## src/rtl/serial_adder_pkg.sv

```systemverilog
// -----------------------------------------------------------------------------
// serial_adder_pkg
// Shared definitions for the bit-serial adder controller:
//   - state_e       : controller state encoding (IDLE / RUN / DONE)
//   - DEFAULT_WIDTH : default operand width
//   - cnt_width()   : bit-counter width for a given operand width (min 1)
// -----------------------------------------------------------------------------
package serial_adder_pkg;

    typedef enum logic [1:0] {
        IDLE = 2'd0,
        RUN  = 2'd1,
        DONE = 2'd2
    } state_e;

    localparam int DEFAULT_WIDTH = 8;

    // $clog2(1) is 0, which would give a zero-width counter; clamp to 1.
    function automatic int cnt_width(input int width);
        if (width <= 1) begin
            return 1;
        end
        return $clog2(width);
    endfunction

endpackage : serial_adder_pkg

```

## src/rtl/serial_adder_ctrl_fa_bit.sv

```systemverilog
// -----------------------------------------------------------------------------
// fa_bit
// Combinational 1-bit full adder used as the single datapath cell of the
// bit-serial adder.
// Ports:
//   a, b  : operand bits
//   ci    : carry in
//   s     : sum bit
//   co    : carry out
// -----------------------------------------------------------------------------
module fa_bit (
    input  logic a,
    input  logic b,
    input  logic ci,
    output logic s,
    output logic co
);

    logic p;

    // Propagate term is shared between the sum and the carry.
    assign p  = a ^ b;
    assign s  = p ^ ci;
    assign co = (a & b) | (ci & p);

endmodule : fa_bit

```

## src/rtl/serial_adder_ctrl.sv

```systemverilog
// -----------------------------------------------------------------------------
// serial_adder_ctrl
// Bit-serial WIDTH-bit adder. Operands are accepted through a valid/ready
// handshake, pushed LSB-first through one fa_bit cell (one bit per clock) with
// the running carry held in a flop, and the result {Cout,S} is returned
// through a second valid/ready handshake. done_valid rises WIDTH clocks after
// the accept edge.
//
// Optional build macro: SERIAL_ADDER_SUB_EN
//   When defined, adds input Sub. Sub=1 at accept loads ~B and a carry-in of 1
//   (Cin ignored), producing A-B with Cout=1 meaning "no borrow".
//
// Ports:
//   clk          : rising-edge clock
//   rst          : synchronous, active-high reset
//   start_valid  : operands present on A/B/Cin (and Sub)
//   start_ready  : high only in IDLE
//   A, B         : WIDTH-bit operands, sampled on accept
//   Cin          : carry-in, sampled on accept
//   S            : registered WIDTH-bit sum, held until the next completion
//   Cout         : registered final carry-out
//   done_valid   : S/Cout valid
//   done_ready   : consumer takes the result
//   Sub          : (SERIAL_ADDER_SUB_EN only) subtract select
//   busy         : state != IDLE
// -----------------------------------------------------------------------------
module serial_adder_ctrl
    import serial_adder_pkg::*;
#(
    parameter int WIDTH = DEFAULT_WIDTH
) (
    input  logic             clk,
    input  logic             rst,
    input  logic             start_valid,
    output logic             start_ready,
    input  logic [WIDTH-1:0] A,
    input  logic [WIDTH-1:0] B,
    input  logic             Cin,
    output logic [WIDTH-1:0] S,
    output logic             Cout,
    output logic             done_valid,
    input  logic             done_ready,
`ifdef SERIAL_ADDER_SUB_EN
    input  logic             Sub,
`endif
    output logic             busy
);

    localparam int CW = cnt_width(WIDTH);
    localparam logic [CW-1:0] LAST_CNT = CW'(WIDTH - 1);

    state_e           state_q, state_d;
    logic [WIDTH-1:0] a_sh_q, a_sh_d;
    logic [WIDTH-1:0] b_sh_q, b_sh_d;
    logic [WIDTH-1:0] s_sh_q, s_sh_d;
    logic [WIDTH-1:0] s_q, s_d;
    logic [CW-1:0]    cnt_q, cnt_d;
    logic             carry_q, carry_d;
    logic             cout_q, cout_d;
    logic             done_valid_q, done_valid_d;
    logic             start_ready_q, start_ready_d;
    logic             busy_q, busy_d;

    logic             s_bit, c_bit;
    logic [WIDTH-1:0] b_load;
    logic             carry_load;
    logic             accept;

    // ---------------------------------------------------------------------
    // Datapath cell
    // ---------------------------------------------------------------------
    fa_bit u_fa_bit (
        .a  (a_sh_q[0]),
        .b  (b_sh_q[0]),
        .ci (carry_q),
        .s  (s_bit),
        .co (c_bit)
    );

    // ---------------------------------------------------------------------
    // Operand conditioning at accept
    // ---------------------------------------------------------------------
`ifdef SERIAL_ADDER_SUB_EN
    // Two's-complement subtract: A + ~B + 1.
    always_comb begin
        b_load     = Sub ? ~B : B;
        carry_load = Sub ? 1'b1 : Cin;
    end
`else
    always_comb begin
        b_load     = B;
        carry_load = Cin;
    end
`endif

    // start_ready_q is high exactly when state_q is IDLE.
    assign accept = start_valid && start_ready_q;

    // ---------------------------------------------------------------------
    // Next-state / next-data logic
    // ---------------------------------------------------------------------
    always_comb begin
        state_d      = state_q;
        a_sh_d       = a_sh_q;
        b_sh_d       = b_sh_q;
        s_sh_d       = s_sh_q;
        s_d          = s_q;
        cnt_d        = cnt_q;
        carry_d      = carry_q;
        cout_d       = cout_q;
        done_valid_d = done_valid_q;

        case (state_q)
            IDLE: begin
                if (accept) begin
                    a_sh_d  = A;
                    b_sh_d  = b_load;
                    carry_d = carry_load;
                    cnt_d   = '0;
                    state_d = RUN;
                end
            end

            RUN: begin
                a_sh_d  = a_sh_q >> 1;
                b_sh_d  = b_sh_q >> 1;
                // Sum bits enter at the MSB; after WIDTH shifts bit 0 of the
                // sum has reached position 0. Written as shift-then-insert so
                // WIDTH=1 needs no special case.
                s_sh_d            = s_sh_q >> 1;
                s_sh_d[WIDTH-1]   = s_bit;
                carry_d = c_bit;
                cnt_d   = cnt_q + CW'(1);
                if (cnt_q == LAST_CNT) begin
                    s_d          = s_sh_d;
                    cout_d       = c_bit;
                    done_valid_d = 1'b1;
                    state_d      = DONE;
                end
            end

            DONE: begin
                // A start arriving together with done_ready is not taken here;
                // it can be accepted on the following edge from IDLE.
                if (done_ready) begin
                    done_valid_d = 1'b0;
                    state_d      = IDLE;
                end
            end

            default: begin
                state_d      = IDLE;
                done_valid_d = 1'b0;
            end
        endcase

        // Status outputs are registered copies of the next state.
        start_ready_d = (state_d == IDLE);
        busy_d        = (state_d != IDLE);
    end

    // ---------------------------------------------------------------------
    // State and output registers
    // ---------------------------------------------------------------------
    always_ff @(posedge clk) begin
        if (rst) begin
            state_q       <= IDLE;
            a_sh_q        <= '0;
            b_sh_q        <= '0;
            s_sh_q        <= '0;
            s_q           <= '0;
            cnt_q         <= '0;
            carry_q       <= 1'b0;
            cout_q        <= 1'b0;
            done_valid_q  <= 1'b0;
            start_ready_q <= 1'b1;
            busy_q        <= 1'b0;
        end else begin
            state_q       <= state_d;
            a_sh_q        <= a_sh_d;
            b_sh_q        <= b_sh_d;
            s_sh_q        <= s_sh_d;
            s_q           <= s_d;
            cnt_q         <= cnt_d;
            carry_q       <= carry_d;
            cout_q        <= cout_d;
            done_valid_q  <= done_valid_d;
            start_ready_q <= start_ready_d;
            busy_q        <= busy_d;
        end
    end

    assign S           = s_q;
    assign Cout        = cout_q;
    assign done_valid  = done_valid_q;
    assign start_ready = start_ready_q;
    assign busy        = busy_q;

endmodule : serial_adder_ctrl

```

## config.mk

```make
export PLATFORM = sky130hd
export DESIGN_NAME = serial_adder_ctrl
export DESIGN_NICKNAME = d
export VERILOG_FILES = /design/src/rtl/serial_adder_pkg.sv /design/src/rtl/serial_adder_ctrl_fa_bit.sv /design/src/rtl/serial_adder_ctrl.sv
export SDC_FILE = /design/constraint.sdc
export NUM_CORES = 1
export LEC_CHECK = 0
export ABC_CLOCK_PERIOD_IN_PS = 1360
export CORE_MARGIN = 4
export CORE_UTILIZATION = 49
export CTS_BUF_LIST = sky130_fd_sc_hd__clkbuf_2
export DETAILED_ROUTE_END_ITERATION = 7
export PLACE_DENSITY = 0.78
export SETUP_SLACK_MARGIN = 0.2
export SYNTH_ARGS = -nofsm -noshare
export SYNTH_HDL_FRONTEND = slang
export SYNTH_SLANG_ARGS = --single-unit
export TNS_END_PERCENT = 5
```

## constraint.sdc

```tcl
create_clock -name clk -period 1.36 [get_ports clk]
set_input_delay 0.272 -clock clk [delete_from_list [all_inputs] [get_ports clk]]
set_output_delay 0.272 -clock clk [all_outputs]
set_load 0.005 [all_outputs]
```

Word-level counts from Yosys, hierarchy flattened
Index checks and enable logic that the tools add are counted.
{ "totals": {"ff_bits": 42, "in_bits": 21, "out_inout_bits": 12, "word_cells": 47} }
{ "classes": {"addsub": 1, "n_eq_ne": 6, "mux": 15, "n_bitwise": 6, "n_reduce_logical": 8} }
{ "op_table": {"columns": ["op", "count"], "rows": [
  ["8-bit one-hot mux with 2 select lines", 2],
  ["8-bit two-way mux", 2],
  ["2-bit two-way mux", 3],
  ["2-bit inequality test, second input constant", 3],
  ["2-bit one-hot mux with 3 select lines", 1],
  ["3-bit one-hot mux with 2 select lines", 1],
  ["2-bit zero test", 2],
  ["2-bit AND reduction", 2],
  ["2-bit nonzero test", 2],
  ["3-bit by 1-bit adder with 3-bit output, second input constant", 1],
  ["3-bit equality test, second input constant", 1],
  ["1-bit two-way mux", 3],
  ["3-bit two-way mux", 1],
  ["1-bit one-hot mux with 3 select lines", 1],
  ["3-bit AND reduction", 1],
  ["1-bit AND", 2],
  ["2-bit by 1-bit equality test with 1-bit output, second input constant", 1],
  ["2-bit equality test, second input constant", 1],
  ["1-bit one-hot mux with 2 select lines", 1],
  ["1-bit bitwise XOR", 2],
  ["1-bit logical AND", 1],
  ["1-bit inverter", 1],
  ["1-bit bitwise OR", 1]
]} }

Depth between registers and ports, before layout
Gate-level depths: netlist of the first run.
{ "logic_depth": {"depth_word": 4, "mapped_depth": 6, "ltp_nobuf": 5} }

Hierarchy
Synthesis of the first run repeated with hierarchy kept, for this count alone.
{ "hier_totals": {"cells_unflattened": 202, "hier_area_um2": 1785.5} }
{ "modules_own_cells": {"columns": ["mod", "instances", "cells_per_inst", "area_each_um2", "seq_area_each_um2"], "rows": [
  ["serial_adder_ctrl", 1, 201, 1765.4, 820.8],
  ["fa_bit", 1, 1, 20.0, 0.0]
]} }

Worst setup path before layout of the first run
OpenSTA, ideal clock, no wires.
{ "synth_timing": {"path_kind": "register -> register", "startpoint": "register state_q[1]", "endpoint": "register a_sh_q[0]", "setup_ns": 0.116, "arrival_ns": 1.204, "t_required_ns": 1.244, "path_slack_ns": 0.040, "path_stages_with_launch": 6, "n_path_buf": 2, "synth_period_minus_slack_ns": 1.320, "path_cell_list": "dfxtp_1 buf_6 nand2b_4 buf_6 mux2_4 o211a_1"} }
{ "synth_via": {"elab_chain_len": 3, "elab_cells_between_ends": 6, "classes_between": "eq/ne: 2; mux: 1; reduce/logical: 3"} }
{ "synth_rtl": {"columns": ["element", "line", "text"], "rows": [
  ["from (decl)", "serial_adder_ctrl.sv:52", "state_e state_q, state_d;"],
  ["from (signal assigned)", "serial_adder_ctrl.sv:179", "state_q <= state_d;"],
  ["2-bit by 1-bit equality test with 1-bit output or 2-bit zero test (tied branches)", "serial_adder_ctrl.sv:113", "case (state_q)"],
  ["2-bit nonzero test (no line) or 2-bit inequality test (tied branches)", null, null],
  ["2-bit AND reduction (no line)", null, null],
  ["to (signal assigned)", "serial_adder_ctrl.sv:180", "a_sh_q <= a_sh_d;"],
  ["to (decl)", "serial_adder_ctrl.sv:53", "logic [WIDTH-1:0] a_sh_q, a_sh_d;"]
]} }
Several ways; a longest one is shown, not always the timed one.
A chain may end at the register's enable or synchronous reset.

Final worst setup path of the first run
{ "layout_timing": {"startpoint": "register cnt_q[0]", "endpoint": "register s_q[2] (netlist: S[2])"} }
{ "layout_via": {"elab_chain_len": 2} }
{ "layout_rtl": {"columns": ["element", "line", "text"], "rows": [
  ["from (decl)", "serial_adder_ctrl.sv:57", "logic [CW-1:0] cnt_q, cnt_d;"],
  ["from (signal assigned)", "serial_adder_ctrl.sv:184", "cnt_q <= cnt_d;"],
  ["3-bit equality test", "serial_adder_ctrl.sv:134", "if (cnt_q == LAST_CNT) begin"],
  ["2-bit AND reduction (no line)", null, null],
  ["to (signal assigned)", "serial_adder_ctrl.sv:171", "s_q <= '0;"],
  ["to (signal assigned)", "serial_adder_ctrl.sv:183", "s_q <= s_d;"],
  ["to (decl)", "serial_adder_ctrl.sv:56", "logic [WIDTH-1:0] s_q, s_d;"]
]} }
No other way between the ends.

==> flow_summary.toml, run 1 <==
[logic_synthesis]
portion_of_the_post_synthesis_area_used_by_sequential_elements_pct = 44.3
post_synth_xor_xnor_area_pct = 0
synthCells = 189
synth_adder_area_share_pct = 2.43
synth_simple_gate_area_share_pct = 11.7
post_synth_mux_area_share_pct = 12.3
syn_avg_cell_area_um2 = 9.81
post_synth_instance_area_mm2 = 0.00185
synth.distinct_cells = 27
synth_compound_gate_area_share_pct = 23.1
count_of_warnings_emitted_by_yosys = 0
postSynthNetCount = 213
synth.ff_latch_count = 41
synth_top_family_by_area = "compound AO/OA/AOI/OAI gates"

[grt]
grt_util_all_layers_pct = 14.5
grt_pass1_wl_um = 5750
grt_max_degree = 28
global_route.overflow_total = 0
grt_pass1_vias = 1306
initial_antenna_violation_count = 0

[pwr]
p_comb_share_pct = 20.4
total_leakage_power_nw = 1.09
p_sw_share_pct = 26.6
powerDensity_mw_per_mm2 = 942
power.net_switching_uw = 611
clk_network_pwr_share_pct = 22.2
intPower_mw = 1.69
p_total_mw = 2.30
ir_drop_mv = 0.695
p_seq_share_pct = 57.4

[detailed_routing]
vias_per_cell = 5.32
routed_wirelength_um = 3860
route.detailed.wl_per_inst_um = 14.1
drt_drc_violations_left = 0
ant_nets = 0
num_vias = 1452
drt_iter0_drc = 109
detail_route.first_pass.iterations = 4

[clock_network]
cts.htree.levels = 2
clockBufferDepth = 2
tritoncts = "built"
cts_root_buffer = "sky130_fd_sc_hd__clkbuf_2"
num_cts_buffers = 5
clk_latency_ps = 390
cts_hold_buf = 0
tritoncts_num_sinks = 41
clk_pin_slew_worst_paths_ps = 200

[place]
dp_hpwl_um = 2320
globalplace.congestion = 0.708
placed_cells_incl_taps = 262
place.port_buffers = 32

[min_path]
hold_class = "primary input to flop"
min-delay-start = "B[7]"
holdPathEnd = "b_sh_q[7]$_SDFFE_PP0P_"
hold_depth = 3

[sta]
final_min_period_over_clock_period_pct = 98.0
maxSlewViolCount = 0
setup-violations-final = 0
worst-slew-pin-transition_ps = 484
rsz_0062_raised_after_global_routing = "yes"
finalHoldViolations = 0
clock.fmax_ghz = 0.750
timing.max_slew.rel_slack_pct = 67.7
final.setup_skew_ps = 15.6
finalCriticalPeriod_ps = 1330

[finish]
finalNetCount = 248
fill_cells = 305
insertedDiodeCount = 0
area.sequential_um2 = 843
layout-area-overhead-vs-synth_pct = 31.6
multiInputGateArea_um2 = 1000
leading_cell_type_in_the_layout_fill_and_taps_excluded = "sky130_fd_sc_hd__dfxtp_1"
most-common-layout-cells = "25 x sky130_fd_sc_hd__dfxtp_1, 22 x sky130_fd_sc_hd__nand2_1, 20 x sky130_fd_sc_hd__clkdlybuf4s50_1, 19 x sky130_fd_sc_hd__a21oi_1"
layout.cells.non_filler = 273
final_layout_size_suffix_gt1_share_pct = 35.1

[floorplanning]
row_count = 22
chipWidth_um = 69.5
die_area_mm2 = 0.00483
die_h_um = 69.5
fp.coreArea_mm2 = 0.00366
pin_count = 33
start_util_pct = 50.6

[worst_setup_path]
path_class = "flop to flop"
arrival_ps = 1680
worstSetupEndpointType = "flop"
ff_to_ff_end = "S[2]$_SDFFE_PP0P_"
crit_path_start_kind = "flop"
worst_r2r_startpoint = "cnt_q[0]$_SDFFE_PP0P_"
worst_reg_to_reg_setup_slack_ps = 30
critical_path_required_ps = 1700
worst_path_fanout_max = 5
reg2regPathDepth = 6

[run]
timing.max_cap.violations = 0

[run_status]
status = "completed"
-- worst max-delay path by stage --
stage	from	to	slack, ps	depth (start not counted)
finish	cnt_q[0]$_SDFFE_PP0P_	S[2]$_SDFFE_PP0P_	30	6
global route	state_q[1]$_SDFF_PP0_	a_sh_q[6]$_SDFFE_PP0P_	-20	4
CTS	state_q[1]$_SDFF_PP0_	b_sh_q[1]$_SDFFE_PP0P_	10	4
detailed placement	start_valid	b_sh_q[3]$_SDFFE_PP0P_	-230	5
global placement	start_valid	carry_q$_SDFFE_PP0P_	-220	5
floorplan	state_q[1]$_SDFF_PP0_	a_sh_q[0]$_SDFFE_PP0P_	50	5
-- logic make-up after synthesis --
family          count (synthesis)
mux                            16
compound gates                 62
flops                          41
buf+inv                        20
fa+ha+maj                       3
simple gates                   47
-- Yosys cell counts (all sizes together) --
master	n	area (µm²)
a21o	1	7.51
a21oi	25	129
and2	1	6.26
buf	8	70.1
clkbuf	10	37.5
dfxtp	41	821
fa	1	20.0
ha	2	25.0
inv	2	7.51
mux2	15	218
mux2i	1	10.0
nand2	29	109
nand2b	1	13.8
nand3	9	45.0
nand3b	1	7.51
nor2	2	7.51
nor2b	1	6.26
nor3	1	5.00
nor4bb	1	10.0
o211a	15	150
o21ai	6	30.0
o21bai	15	113
or2	1	6.26
-- final cells by class --
type / instances / share of cell area (%)
clock buffers: 6 / 1.23
repair buffers: 46 / 20.1
flip-flops and latches: 41 / 34.5
clock inverters: 2 / 0.410
multi-input cells: 128 / 41.0
inverters: 2 / 0.308
well taps: 48 / 2.46
-- what timing repair did --
| item | CTS | global route |
|---|---|---|
| setup buffers | 0 | 1 |
| gates resized for setup | 30 | 46 |
| gates cloned | 0 | 2 |
| pin swaps | 0 | 12 |
| endpoints found under the setup margin | 52 | 53 |
-- per-layer routing --
metal | part of all wire (%) | vias up | track usage [%]
li1 | - | 729 | -
met1 | 49 | 682 | 19.2
met2 | 45 | 36 | 21.9
met3 | 4.6 | 5 | 5.36
met4 | 1.2 | 0 | 4.56
met5 | 0 | - | 0
-- flip-flops by register name (all words and copies together) (netlist names) --
register	cells
done_valid	1
s_sh_q	7
S	8
carry_q	1
a_sh_q	8
busy	1
start_ready	1
state_q	2
Cout	1
cnt_q	3
b_sh_q	8
-- power by group through the flow --
| stage | Clock [mW] | Sequential (mW) | Combinational (mW) |
|---|---|---|---|
| floorplan | 0 | 1.33 | 0.311 |
| global placement | 0 | 1.34 | 0.432 |
| detailed placement | 0 | 1.34 | 0.436 |
| global route | 0.567 | 1.33 | 0.508 |
| CTS | 0.531 | 1.32 | 0.436 |
| finish | 0.511 | 1.32 | 0.469 |
-- through the flow --
stage               area [µm²]  util, %  worst slack (ps)  TNS (ps)  hold WS [ps]
floorplan                 1860        -              50.9         0           412
global placement          2260     61.7              -220     -3880           445
detailed placement        2260     61.7              -234     -4060           449
CTS                       2300     62.9              11.3         0           404
global route              2440     66.7             -24.0      -140           435
finish                    2440     66.7              27.0         0           426
-- critical path: stages, from the launching register on --
cell	delay, ps
sky130_fd_sc_hd__dfxtp_4	390
sky130_fd_sc_hd__ha_4	160
sky130_fd_sc_hd__ha_4	150
sky130_fd_sc_hd__nand3b_1	240
sky130_fd_sc_hd__clkbuf_16	220
sky130_fd_sc_hd__nand2_2	50
sky130_fd_sc_hd__a21oi_2	100
No activity file was read; power rests on OpenSTA's default activity.
==> run 2: changes to the inputs <==
--- a/config.mk
+++ b/config.mk
@@ -6,10 +6,10 @@
 export NUM_CORES = 1
 export LEC_CHECK = 0
 export ABC_CLOCK_PERIOD_IN_PS = 1360
-export CORE_MARGIN = 4
 export CORE_UTILIZATION = 49
 export CTS_BUF_LIST = sky130_fd_sc_hd__clkbuf_2
 export DETAILED_ROUTE_END_ITERATION = 7
+export GPL_TIMING_DRIVEN = 0
 export PLACE_DENSITY = 0.78
 export SETUP_SLACK_MARGIN = 0.2
 export SYNTH_ARGS = -nofsm -noshare
==> run 2 against run 1 <==
The run now ends with setup timing left. Design area grew 3.4%. Critical path depth is 1 lower. Sequential share of layout area down 1.3 points. Sequential power about the same. Count of clock-buffer cells in the layout unchanged. Critical endpoint is now a_sh_q[5]$_SDFFE_PP0P_.
==> flow_summary.toml, run 2 (same netlist as run 1, synthesis figures left out) <==
[run_status]
status = "finished with violations"
failed_checks = "setup timing"

[detailed_routing]
met2_length_um = 2220
drt_drc_violations_left = 0
vias_per_cell = 5.56
drt_iter0_drc = 122
num_vias = 1567
detail_route.first_pass.iterations = 4
ant_nets = 0
routed_wirelength_um = 4440
met3RoutedLength_um = 250
route.detailed.wl_per_inst_um = 15.8
wl_met1_um = 1920
top_signal_layer_used = "met4"

[finish]
leading_cell_type_in_the_layout_fill_and_taps_excluded = "sky130_fd_sc_hd__dfxtp_1"
insertedDiodeCount = 0
layout.cells.non_filler = 282
most-common-layout-cells = "26 x sky130_fd_sc_hd__dfxtp_1, 19 x sky130_fd_sc_hd__clkdlybuf4s50_1"
stdcell_area_mm2 = 0.00252
final_layout_size_suffix_gt1_share_pct = 41.5
finalNetCount = 259
fill_cells = 268
layout-area-overhead-vs-synth_pct = 36.1

[sta]
worst-slew-pin-transition_ps = 586
final_min_period_over_clock_period_pct = 105
fin_ws_ps = -74.8
finalHoldViolations = 0
setup-violations-final = 14
maxSlewViolCount = 0
clock.fmax_ghz = 0.697
rsz_0062_raised_after_global_routing = "yes"
final.setup_skew_ps = 39.9
total_negative_slack_ps = -641
finalCriticalPeriod_ps = 1430
timing.max_slew.rel_slack_pct = 61.0

[worst_setup_path]
cpLargestDelayFamily = "flip-flops"
arrival_ps = 1740
crit_path_start_kind = "flop"
critical_path_required_ps = 1660
worst_r2r_startpoint = "state_q[1]$_SDFF_PP0_"
sum_of_buffers_and_inverters_on_the_critical_path = 2
worst_path_fanout_max = 7
cell_chain_of_the_critical_path = "buf_6 > nand2b_4 > buf_12 > mux2_4 > o211a_1"
crit_path_start = "state_q[1]$_SDFF_PP0_"
worstSetupEndpointType = "flop"
path_class = "flop to flop"
critical_path.max_stage_delay_ps = 360
crit_path_top_delay_cell = "sky130_fd_sc_hd__dfxtp_2"

[pwr]
p_comb_share_pct = 20.5
ir_drop_mv = 0.721
powerDensity_mw_per_mm2 = 1010
clk_network_pwr_share_pct = 28.0
p_seq_share_pct = 51.5
intPower_mw = 1.89
total_leakage_power_nw = 1.11
power.net_switching_uw = 663
p_sw_share_pct = 25.9

[min_path]
hold_class = "primary input to flop"
min-delay-start = "rst"

[clock_network]
clk_pin_slew_worst_paths_ps = 220
cts_root_buffer = "sky130_fd_sc_hd__clkbuf_2"
cts.htree.levels = 2
tritoncts_num_sinks = 41
cts_hold_buf = 0
num_cts_buffers = 5
clockBufferDepth = 2
tritoncts = "built"
clk_latency_ps = 420

[grt]
grt_util_all_layers_pct = 24.7
grt_max_degree = 13
grt_pass1_wl_um = 7510
grt_pass1_vias = 1538
initial_antenna_violation_count = 0
global_route.overflow_total = 0

[place]
place.port_buffers = 31
dpl_cell_area_mm2 = 0.00223
placed_cells_incl_taps = 266
preCtsSetupSlack_ps = -368
globalplace.congestion = 0.744
dp_hpwl_um = 2790

[floorplanning]
fp.coreArea_mm2 = 0.00347
row_count = 21
start_util_pct = 53.5
die_area_mm2 = 0.00403
pin_count = 33
die_h_um = 63.5
chipWidth_um = 63.5

[run]
timing.max_cap.violations = 0
run 2: worst reg2reg max path: cells and delay by family (launching register included):
kind	cells	cell delay, ps
mux	1	310
buf+inv	2	280
simple gates	1	190
flops	1	360
compound gates	1	200
run 2: what timing repair did:
| item | 4_1_cts | 5_1_grt |
|---|---|---|
| gates cloned | 1 | 0 |
| endpoints found under the hold margin | 0 | 0 |
| pin swaps | 37 | 5 |
| setup endpoints to repair | 53 | 53 |
| buffers inserted | 4 | 3 |
| gates resized for setup | 107 | 11 |
run 2: area by class of cell:
type                            count  area [µm²]  share of cell area [%]
Multi-Input combinational cell    128        1040                    41.1
Clock inverter                      2        33.8                    1.34
Buffer                             18         170                    6.74
Timing Repair Buffer               39         349                    13.8
Sequential cell                    41         840                    33.3
Clock buffer                        6        30.0                    1.19
Tap cell                           46        57.6                    2.28
Inverter                            2        7.51                   0.297
run 2: final timing paths:
kind / end / cells past startpoint / slack (ps)
setup / recovery: a_sh_q[5]$_SDFFE_PP0P_ / 5 / -70
hold reg to reg: S[4]$_SDFFE_PP0P_ / 2 / 470
setup reg to reg: a_sh_q[5]$_SDFFE_PP0P_ / 5 / -70
hold / removal: a_sh_q[7]$_SDFFE_PP0P_ / 2 / 230
run 2: power by group through the flow:
stage | registers [mW] | logic, mW | clock network (mW)
final | 1.32 | 0.523 | 0.715
after global routing | 1.33 | 0.566 | 0.785
after CTS | 1.31 | 0.501 | 0.716
after detailed placement | 1.34 | 0.439 | 0
after global placement | 1.33 | 0.420 | 0
after floorplan | 1.33 | 0.311 | 0
run 2: stage by stage:
stage	hold slack [ps]	total power [mW]	utilization [%]
floorplan	412	1.64	-
global placement	443	1.75	64.2
detailed placement	448	1.77	64.2
CTS	216	2.53	71.0
global route	231	2.68	72.8
finish	228	2.56	72.8
run 2: per-layer routing:
| layer | vias to the layer above | GRT usage, % |
|---|---|---|
| met5 | - | 0 |
| met3 | 8 | 7.43 |
| met4 | 0 | 7.95 |
| li1 | 754 | - |
| met2 | 43 | 41.2 |
| met1 | 762 | 29.9 |
